**config.mk**
```make
export PLATFORM = sky130hd
export DESIGN_NAME = fifo_read_packer
export DESIGN_NICKNAME = d
export VERILOG_FILES = /design/src/rtl/fifo_read_packer.sv
export SDC_FILE = /design/constraint.sdc
export NUM_CORES = 1
export LEC_CHECK = 0
export ABC_AREA = 1
export BUFFER_PORTS_ARGS = -buffer_cell sky130_fd_sc_hd__buf_2
export CORE_MARGIN = 4
export CORE_UTILIZATION = 54
export CTS_CLUSTER_SIZE = 25
export DETAILED_ROUTE_END_ITERATION = 12
export MAX_ROUTING_LAYER = met4
export PLACE_DENSITY = 0.85
export SKIP_CTS_REPAIR_TIMING = 1
export SLEW_MARGIN = 20
export SYNTH_ARGS = -nofsm -noshare
export SYNTH_HDL_FRONTEND = slang
export SYNTH_SLANG_ARGS = --single-unit
```
**constraint.sdc**
```tcl
create_clock -name r_clk -period 1.4 [get_ports r_clk]
set_input_delay 0.28 -clock r_clk [delete_from_list [all_inputs] [get_ports r_clk]]
set_output_delay 0.28 -clock r_clk [all_outputs]
set_load 0.02 [all_outputs]
```
**src/rtl/fifo_read_packer.sv**
```systemverilog
// Read-side drain for the async FIFO: pulls words in r_clk domain and
// packs PACK of them into one wide word on a valid/ready output.
module fifo_read_packer #(
    parameter int DATA_WIDTH = 4,
    parameter int PACK       = 2,
    parameter int OUT_WIDTH  = DATA_WIDTH * PACK,
    parameter int CNT_WIDTH  = $clog2(PACK + 1)
) (
    input  logic                  r_clk,
    input  logic                  r_rst,
    input  logic                  empty,
    input  logic [DATA_WIDTH-1:0] r_data,
    output logic                  r_en,
    input  logic                  flush,
    output logic [OUT_WIDTH-1:0]  out_data,
    output logic [CNT_WIDTH-1:0]  out_nib,
    output logic                  out_valid,
    input  logic                  out_ready,
    output logic [15:0]           word_cnt
);

    localparam logic [CNT_WIDTH:0]   PACK_EXT = (CNT_WIDTH + 1)'(PACK);
    localparam logic [CNT_WIDTH-1:0] PACK_CNT = CNT_WIDTH'(PACK);

    logic                 pending;
    logic [CNT_WIDTH-1:0] pack_cnt;
    logic                 flush_req;
    logic [OUT_WIDTH-1:0] asm_reg;

    logic                 out_free;
    logic                 handshake;
    logic                 pack_full;
    logic                 flush_ready;
    logic                 do_xfer;
    logic                 flush_done;
    logic [CNT_WIDTH:0]   committed;

    // Read issue and transfer decisions
    always_comb begin
        committed   = {1'b0, pack_cnt} + {{CNT_WIDTH{1'b0}}, pending};
        r_en        = !empty && !flush_req && (committed < PACK_EXT);
        out_free    = !out_valid || out_ready;
        handshake   = out_valid && out_ready;
        pack_full   = (pack_cnt == PACK_CNT);
        flush_ready = flush_req && !pending;
        do_xfer     = out_free &&
                      (pack_full || (flush_ready && (pack_cnt != '0)));
        flush_done  = flush_ready && ((pack_cnt == '0) || do_xfer);
    end

    // Track the read in flight (data returns one cycle later)
    always_ff @(posedge r_clk or posedge r_rst) begin
        if (r_rst) begin
            pending <= 1'b0;
        end else begin
            pending <= r_en;
        end
    end

    // Assembly register: capture returned words, clear on transfer
    always_ff @(posedge r_clk or posedge r_rst) begin
        if (r_rst) begin
            asm_reg  <= '0;
            pack_cnt <= '0;
        end else if (do_xfer) begin
            asm_reg  <= '0;
            pack_cnt <= '0;
        end else if (pending) begin
            for (int i = 0; i < PACK; i++) begin
                if (pack_cnt == CNT_WIDTH'(i)) begin
                    asm_reg[i*DATA_WIDTH +: DATA_WIDTH] <= r_data;
                end
            end
            pack_cnt <= pack_cnt + 1'b1;
        end
    end

    // Flush request: held until the partial word is out or nothing was held
    always_ff @(posedge r_clk or posedge r_rst) begin
        if (r_rst) begin
            flush_req <= 1'b0;
        end else if (flush_req) begin
            if (flush_done) begin
                flush_req <= 1'b0;
            end
        end else if (flush) begin
            flush_req <= 1'b1;
        end
    end

    // Output register with back-to-back reload on handshake
    always_ff @(posedge r_clk or posedge r_rst) begin
        if (r_rst) begin
            out_data  <= '0;
            out_nib   <= '0;
            out_valid <= 1'b0;
        end else if (do_xfer) begin
            out_data  <= asm_reg;
            out_nib   <= pack_cnt;
            out_valid <= 1'b1;
        end else if (handshake) begin
            out_valid <= 1'b0;
        end
    end

    // Count accepted output words
    always_ff @(posedge r_clk or posedge r_rst) begin
        if (r_rst) begin
            word_cnt <= '0;
        end else if (handshake) begin
            word_cnt <= word_cnt + 16'd1;
        end
    end

endmodule

```
==> results of run 1 <==
how the worst min path moves through the flow:
stage          start  slack, ns           end
2_1_floorplan  empty       0.40       pending
5_1_grt        r_rst       0.05   pack_cnt[0]
4_1_cts        r_rst       0.03   out_data[1]
6_report       r_rst       0.03  word_cnt[15]
3_3_place_gp   r_rst       0.41  word_cnt[15]
3_5_place_dp   r_rst       0.42  word_cnt[15]
power by group:
group | internal, mW | switching, mW | leakage [nW]
sequential | 1.49 | 0.276 | 0.514
combinational | 0.679 | 1.15 | 0.660
clock | 0.296 | 0.359 | 0.0386
total | 2.47 | 1.78 | 1.21
cells in the final DEF, fill, tap and decap left out, drive strengths merged:
cell type  count
nand3          9
o21ai         12
ha             3
a21oi          3
xor2           7
nand3b         3
buf           49
inv           28
nor4           1
clkbuf         8
nand4          5
nand2         65
nor2          20
dfrtp         39
o211ai         4
xnor2          2
layer usage:
layer | vias to the layer above | global-route usage [%] | part of all wire (%)
met5 | - | - | 0
li1 | 744 | - | -
met1 | 718 | 23.24 | 41
met2 | 49 | 31.91 | 51
met3 | 11 | 6.633 | 5.5
met4 | 0 | 9.645 | 2.6
stage by stage:
| stage | area (um2) | power, mW | hold WS, ns |
|---|---|---|---|
| after floorplan | 1821 | 2.915 | 0.3981 |
| after global placement | 2033 | 3.238 | 0.4114 |
| after detailed placement | 2033 | 3.300 | 0.4235 |
| after CTS | 2102 | 3.976 | 0.02531 |
| after global routing | 2236 | 4.580 | 0.04758 |
| final | 2236 | 4.247 | 0.02524 |
cells by family after synthesis:
kind of cell	after synthesis
AOI/OAI and AO/OA	19
xor gates and xnor gates	9
adders and majority gates	3
buffers and inverters	32
DFF	39
and+or+nand+nor	103
worst reg2reg max path, stage by stage, from the launching register on:
cell	delay [ns]
dfrtp_1	0.43
buf_4	0.15
inv_1	0.13
ha_1	0.21
inv_1	0.11
o211ai_1	0.20
nand2_1	0.08
final cells by class:
cell class              instances  area (um2)
clock buffers                   8       68.82
fillers                       242       892.1
inverters                      28       110.1
multi-input cells             134       743.2
flip-flops and latches         39       978.4
well taps                      44       55.05
repair buffers                 49       280.3
==> out/results.ini, run 1 <==
[outcome]
outcome = finished with violations
violations = setup timing

[flow_run]
max-cap-violations = 0

[timing]
worst_clock_skew_ns = 0.004664
fin_setup_tns_ns = -0.1619
max_freq_mhz = 653.3
slew_viol_final = 0
setup_ws_ns = -0.1307
hold_viol = 0
min_period_ns = 1.531
worst_pin_slew_ns = 0.4742
rsz0062_at_grt = true
maxSlewHeadroom_pct = 68.39
final.period_utilization_pct = 109.3
setup_viol = 4

[clock_network]
tritoncts = built
cts-root-buf = clkbuf_4
numCtsBuffers = 5
clock_latency_ns = 0.34
clk_pin_slew_ns = 0.11
cts.path.max_buffers = 2
cts.sinks = 39
h-tree-depth = 2

[logic_synthesis]
async_flop_share_pct = 100.0
synthSimpleGateAreaFrac_pct = 25.59
synthAdderAreaFrac_pct = 2.069
seq_area_frac_synth_pct = 53.79
netlist.area_leader.share_pct = 53.79
yosysMostFrequentCell = nand2_1
synth_cells = 205
synth_compound_area_share_pct = 5.793
synth_cell_types = 21
synth_top_family_by_area = simple AND/OR/NAND/NOR gates
yosysTopAreaCell = dfrtp_1
synth_top_cells_by_count = nand2_1 (61), dfrtp_1 (39), inv_1 (27), nor2_1 (14), o21ai_1 (12)
ys_ff_latch = 39
ys_top_cells_by_area = dfrtp_1 (54%), nand2_1 (13%), inv_1 (5.6%), xor2_1 (3.4%), o21ai_1 (3.3%)
synthesis.area_um2 = 1814
synth_warnings = 0
synth_edf_count = 0
synth_ff_type = dfrtp_1
synth_xor_area_share_pct = 4.345
synth_nets = 217
syn-mean-instance-area_um2 = 8.850
muxShareOfSynthArea_pct = 0

[critical_path]
reg2regPathDepth = 6
required_ns = 1.12
ff2ff_setup_slack_ns = -0.03
r2r_start = pack_cnt[1]
slowest_delay_ns = 0.45
crit_chain = nor4_4 > buf_4
worstPathMaxFanout = 3
crit_cells = 2
crit_type = flop to primary output
crit_family = flip-flops
crit_path_end_kind = primary output
rr_endpoint = asm_reg[3]
slowest_stage = dfrtp_2
cp_num_buf_inv = 1
cp-start-kind = flop
cp.arrival_ns = 1.25
cp-endpoint = r_en
crit_path_start = flush_req

[grt]
grt_max_degree = 40
antenna_found_initial = 0
grt_pass1_vias = 1422
grt_use_total_pct = 20.19
grt_pass1_wl_mm = 6.348
gr-total-overflow = 0

[route]
dr.first_iter.drc_count = 79
first_pass_iters = 4
routed_wirelength_mm = 3.993
drtAntennaViolNets = 0
viasPerCell = 5.040
via_count = 1522
routedWlPerCell_um = 13.22
drt_drc_violations_left = 0

[cells_and_area]
utilization_pct = 71.48
antenna_cells = 0
syn_to_final_growth_pct = 23.24
drive_gt1_share_pct = 31.78
largest_register_ffs = 16
fin_cells = 302
layout.nets = 269

[floorplanning]
dieHeight_um = 65.96
dieArea_um2 = 4351
io_pins = 37
die_w_um = 65.96
num_rows = 20
core_area_um2 = 3128
start_util_pct = 58.00

[placed_design]
placed_cells_incl_taps = 284
hpwl_mm = 2.657
finalWeightedCongestion = 0.8280
portBuffers = 36
pre_cts_slack_ns = 0.08201

[min_path]
hold_class = input pin to async pin

[pwr]
ir_drop_mv = 1.316
p_per_area_nw_per_um2 = 1900
leakagePower_nw = 1.213

Note: power is estimated with default switching activity, not from simulation.
==> run 2, diff against run 1 <==
- clock period: 1.4 -> 1.5 ns (I/O delays scaled with it)
==> out/results.ini, run 2 (synthesis results as in run 1) <==
[flow_run]
max-cap-violations = 0  ; unchanged

[pwr]
p_per_area_nw_per_um2 = 1735  ; -8.6%
leakagePower_nw = 1.170  ; -3.5%
ir_drop_mv = 1.119  ; -15%

[placed_design]
place_area_um2 = 2018  ; -0.74%
finalWeightedCongestion = 0.8110  ; -2.1%
hpwl_mm = 2.463  ; -7.3%
portBuffers = 36  ; unchanged

[grt]
grt_use_total_pct = 17.88  ; -2.3 points
grt_max_degree = 40  ; unchanged
gr-total-overflow = 0  ; unchanged
grt_pass1_wl_mm = 5.671  ; -11%
grt_pass1_vias = 1337  ; -6.0%
antenna_found_initial = 0  ; unchanged

[critical_path]
required_ns = 1.20  ; +0.08 ns
r2r_start = pack_cnt[1]
rr_endpoint = asm_reg[1]
worstPathMaxFanout = 3  ; unchanged
crit_path_end_kind = primary output
crit_type = flop to primary output
cp-start-kind = flop
cp.arrival_ns = 1.28  ; +0.03 ns
reg2regPathDepth = 5  ; -1
crit_path_start = pack_cnt[1]
ff2ff_setup_slack_ns = 0.03  ; +0.06 ns

[timing]
setup_viol = 1  ; -3
worst_clock_skew_ns = 0.005709  ; +0.001045 ns
max_freq_mhz = 633.4
final.period_utilization_pct = 105.3
fin_setup_tns_ns = -0.07881  ; +0.08307 ns
setup_ws_ns = -0.07881  ; +0.05193 ns
whs_ns = 0.04795  ; +0.02270 ns
rsz0062_at_grt = true
maxSlewHeadroom_pct = 68.68  ; +0.29 points
slew_viol_final = 0  ; unchanged
min_period_ns = 1.579
worst_pin_slew_ns = 0.4698  ; -0.004321 ns
hold_viol = 0  ; unchanged

[route]
dr.first_iter.drc_count = 60  ; -24%
drtAntennaViolNets = 0  ; unchanged
first_pass_iters = 4  ; unchanged
via_count = 1471  ; -3.4%
routedWlPerCell_um = 12.20  ; -7.7%
routed_wirelength_mm = 3.574  ; -10%
viasPerCell = 5.020  ; -0.38%
drt_drc_violations_left = 0  ; unchanged

[cells_and_area]
most-common-layout-cells = nand2_1 (60), dfrtp_1 (36), buf_2 (35)
syn_to_final_growth_pct = 17.17
largest_register_ffs = 16  ; unchanged
design_area_um2 = 2126  ; -4.9%
layout.nets = 261  ; -3.0%
final_common_cell = nand2_1
antenna_cells = 0  ; unchanged
drive_gt1_share_pct = 27.31  ; -4.5 points

[clock_network]
numCtsBuffers = 5  ; unchanged
clk_pin_slew_ns = 0.10  ; about the same
clock_latency_ns = 0.34  ; about the same
cts-root-buf = clkbuf_4
h-tree-depth = 2  ; unchanged
cts.sinks = 39  ; unchanged
tritoncts = built
cts.path.max_buffers = 2  ; unchanged

[outcome]
violations = setup timing
outcome = finished with violations

[floorplanning]
dieHeight_um = 65.96  ; unchanged
die_w_um = 65.96  ; unchanged
start_util_pct = 58.00  ; unchanged
core_area_um2 = 3128  ; unchanged
num_rows = 20  ; unchanged
dieArea_um2 = 4351  ; unchanged
io_pins = 37  ; unchanged

[min_path]
hold_class = input pin to async pin

-- run 2: critical path, cell delays in order (launching register included) --
cell and delay [ns]:
dfrtp_2 0.46, nor4_4 0.30, buf_4 0.19
-- run 2: worst max-delay path by stage --
stage | endpoint | slack, ns | cells after the start
floorplan | word_cnt[8] | 0.17 | 8
global placement | out_data[2] | 0.18 | 7
detailed placement | out_data[1] | 0.11 | 7
CTS | r_en | -0.24 | 4
global route | r_en | -0.18 | 4
finish | r_en | -0.08 | 2
-- run 2: metal layers --
metal  global-route usage, %  wire, um  part of all wire (%)  up-vias
met3                   5.952       227                   6.4        9
met1                   20.58      1501                    42      689
met2                   28.16      1764                    49       45
li1                        -         -                     -      728
met4                   8.629        81                   2.3        0
met5                       -         0                     0        -
-- run 2: per-stage QoR --
stage,setup WS [ns],util (%),power [mW],cells
4_1_cts,-0.2385,66.32,3.570,289
5_1_grt,-0.1841,67.96,3.982,293
2_1_floorplan,0.1684,-,2.721,205
6_report,-0.07881,67.96,3.689,293
3_5_place_dp,0.1112,64.52,3.031,282
3_3_place_gp,0.1759,64.52,2.985,282
-- run 2: final cells by class --
cell class                 instances  area, um2
fill                             268       1002
sequential                        39      979.7
multi-input combinational        134      706.9
timing repair buffer              41      220.2
inverter                          28      107.6
tap                               44      55.05
clock buffer                       6      51.30
clock inverter                     1      5.005
-- run 2: power by group --
part           internal, mW  switching [mW]
combinational         0.511           0.978
clock                 0.217           0.320
sequential             1.39           0.268
total                  2.12            1.57
==> run 3, diff against run 2 <==
- CTS_BUF_LIST: not set -> sky130_fd_sc_hd__clkbuf_8 sky130_fd_sc_hd__clkbuf_16
==> out/results.ini, run 3 (synthesis results as in run 1) <==
[placed_design]
hpwl_mm = 2.463  ; unchanged
pre_cts_slack_ns = 0.1112  ; unchanged
portBuffers = 36  ; unchanged
place_area_um2 = 2018  ; unchanged
finalWeightedCongestion = 0.8110  ; unchanged
placed_cells_incl_taps = 282  ; unchanged

[clock_network]
tritoncts = built
h-tree-depth = 2  ; unchanged
cts.path.max_buffers = 2  ; unchanged
cts-root-buf = clkbuf_8
numCtsBuffers = 5  ; unchanged
clk_pin_slew_ns = 0.07  ; -0.03 ns
clock_latency_ns = 0.28  ; -0.06 ns
cts.sinks = 39  ; unchanged

[route]
viasPerCell = 5.038  ; +0.34%
via_count = 1476  ; +0.34%
dr.first_iter.drc_count = 57  ; -5.0%
routedWlPerCell_um = 11.94  ; -2.2%
drt_drc_violations_left = 0  ; unchanged
first_pass_iters = 4  ; unchanged
routed_wirelength_mm = 3.497  ; -2.2%
drtAntennaViolNets = 0  ; unchanged

[timing]
worst_pin_slew_ns = 0.4696  ; -0.0002447 ns
slew_viol_final = 0  ; unchanged
whs_ns = 0.1152  ; +0.06728 ns
final.period_utilization_pct = 100.5  ; -4.8 points
setup_ws_ns = -0.007438  ; +0.07138 ns
hold_viol = 0  ; unchanged
setup_viol = 1  ; unchanged
fin_setup_tns_ns = -0.007438  ; +0.07138 ns
min_period_ns = 1.507  ; -0.07138 ns
maxSlewHeadroom_pct = 68.69  ; about the same
max_freq_mhz = 663.4  ; +4.7%
worst_clock_skew_ns = 0.003532  ; -0.002176 ns
rsz0062_at_grt = true

[floorplanning]
num_rows = 20  ; unchanged
core_area_um2 = 3128  ; unchanged
start_util_pct = 58.00  ; unchanged
die_w_um = 65.96  ; unchanged
dieHeight_um = 65.96  ; unchanged
io_pins = 37  ; unchanged
dieArea_um2 = 4351  ; unchanged

[critical_path]
cp-start-kind = flop
crit_path_end_kind = primary output
required_ns = 1.20  ; about the same
crit_type = flop to primary output
cp.arrival_ns = 1.21  ; -0.07 ns
worstPathMaxFanout = 3  ; unchanged

[grt]
grt_pass1_wl_mm = 5.533  ; -2.4%
grt_max_degree = 40  ; unchanged
grt_use_total_pct = 17.45  ; -0.42 points
grt_pass1_vias = 1347  ; +0.75%
gr-total-overflow = 0  ; unchanged
antenna_found_initial = 0  ; unchanged

[cells_and_area]
drive_gt1_share_pct = 27.31  ; unchanged
most-common-layout-cells = nand2_1 (60), dfrtp_1 (36), buf_2 (35)
multi_input_area_um2 = 706.9  ; unchanged
utilization_pct = 68.96  ; +1.0 points
ff_latch_area_um2 = 979.7  ; unchanged
largest_register_ffs = 16  ; unchanged
fillers = 263  ; -1.9%
final_common_cell = nand2_1
antenna_cells = 0  ; unchanged
layout.nets = 261  ; unchanged
fin_cells = 293  ; unchanged
design_area_um2 = 2157  ; +1.5%
syn_to_final_growth_pct = 18.90

[min_path]
hold_class = input pin to async pin

[pwr]
finalPower_mw = 3.846  ; +4.3%
leakagePower_nw = 1.183  ; +1.1%
ir_drop_mv = 1.250  ; +12%
p_per_area_nw_per_um2 = 1783  ; +2.7%

[outcome]
outcome = finished with violations
violations = setup timing

[flow_run]
max-cap-violations = 0  ; unchanged

==> run 3: area by class of cell <==
type                    count  area share (%)
clock buffers               6           3.828
clock inverters             1          0.2320
flip-flops and latches     39           45.42
multi-input cells         134           32.77
well taps                  44           2.552
repair buffers             41           10.21
inverters                  28           4.988
==> run 3: worst paths after layout <==
path / start / end / slack, ns / cells past startpoint
min in group r_clk: empty / pending / 0.19 / 2
setup reg to reg: pack_cnt[0] / asm_reg[1] / 0.08 / 5
hold reg to reg: asm_reg[3] / out_data[3] / 0.47 / 2
setup / recovery: pack_cnt[1] / r_en / -0.007 / 2
hold / removal: r_rst / word_cnt[6] / 0.12 / 3
max in group asynchronous: r_rst / pending / 1.04 / 3
==> run 3: per-layer routing <==
layer  up-vias  share of wire, %  global-route usage, %
met5         -                 0                      -
met4         0               2.2                  8.629
met3         9               6.2                  5.952
met2        45                48                  27.91
met1       696                44                  19.54
li1        726                 -                      -
==> run 3: worst max-delay path, stage by stage (launching register included) <==
cell	delay [ns]
dfrtp_2	0.44
nor4_4	0.30
buf_4	0.19
==> run 3: report_power, final <==
group	switching [mW]	internal, mW
Combinational	0.973	0.512
Sequential	0.270	1.40
Clock	0.334	0.360
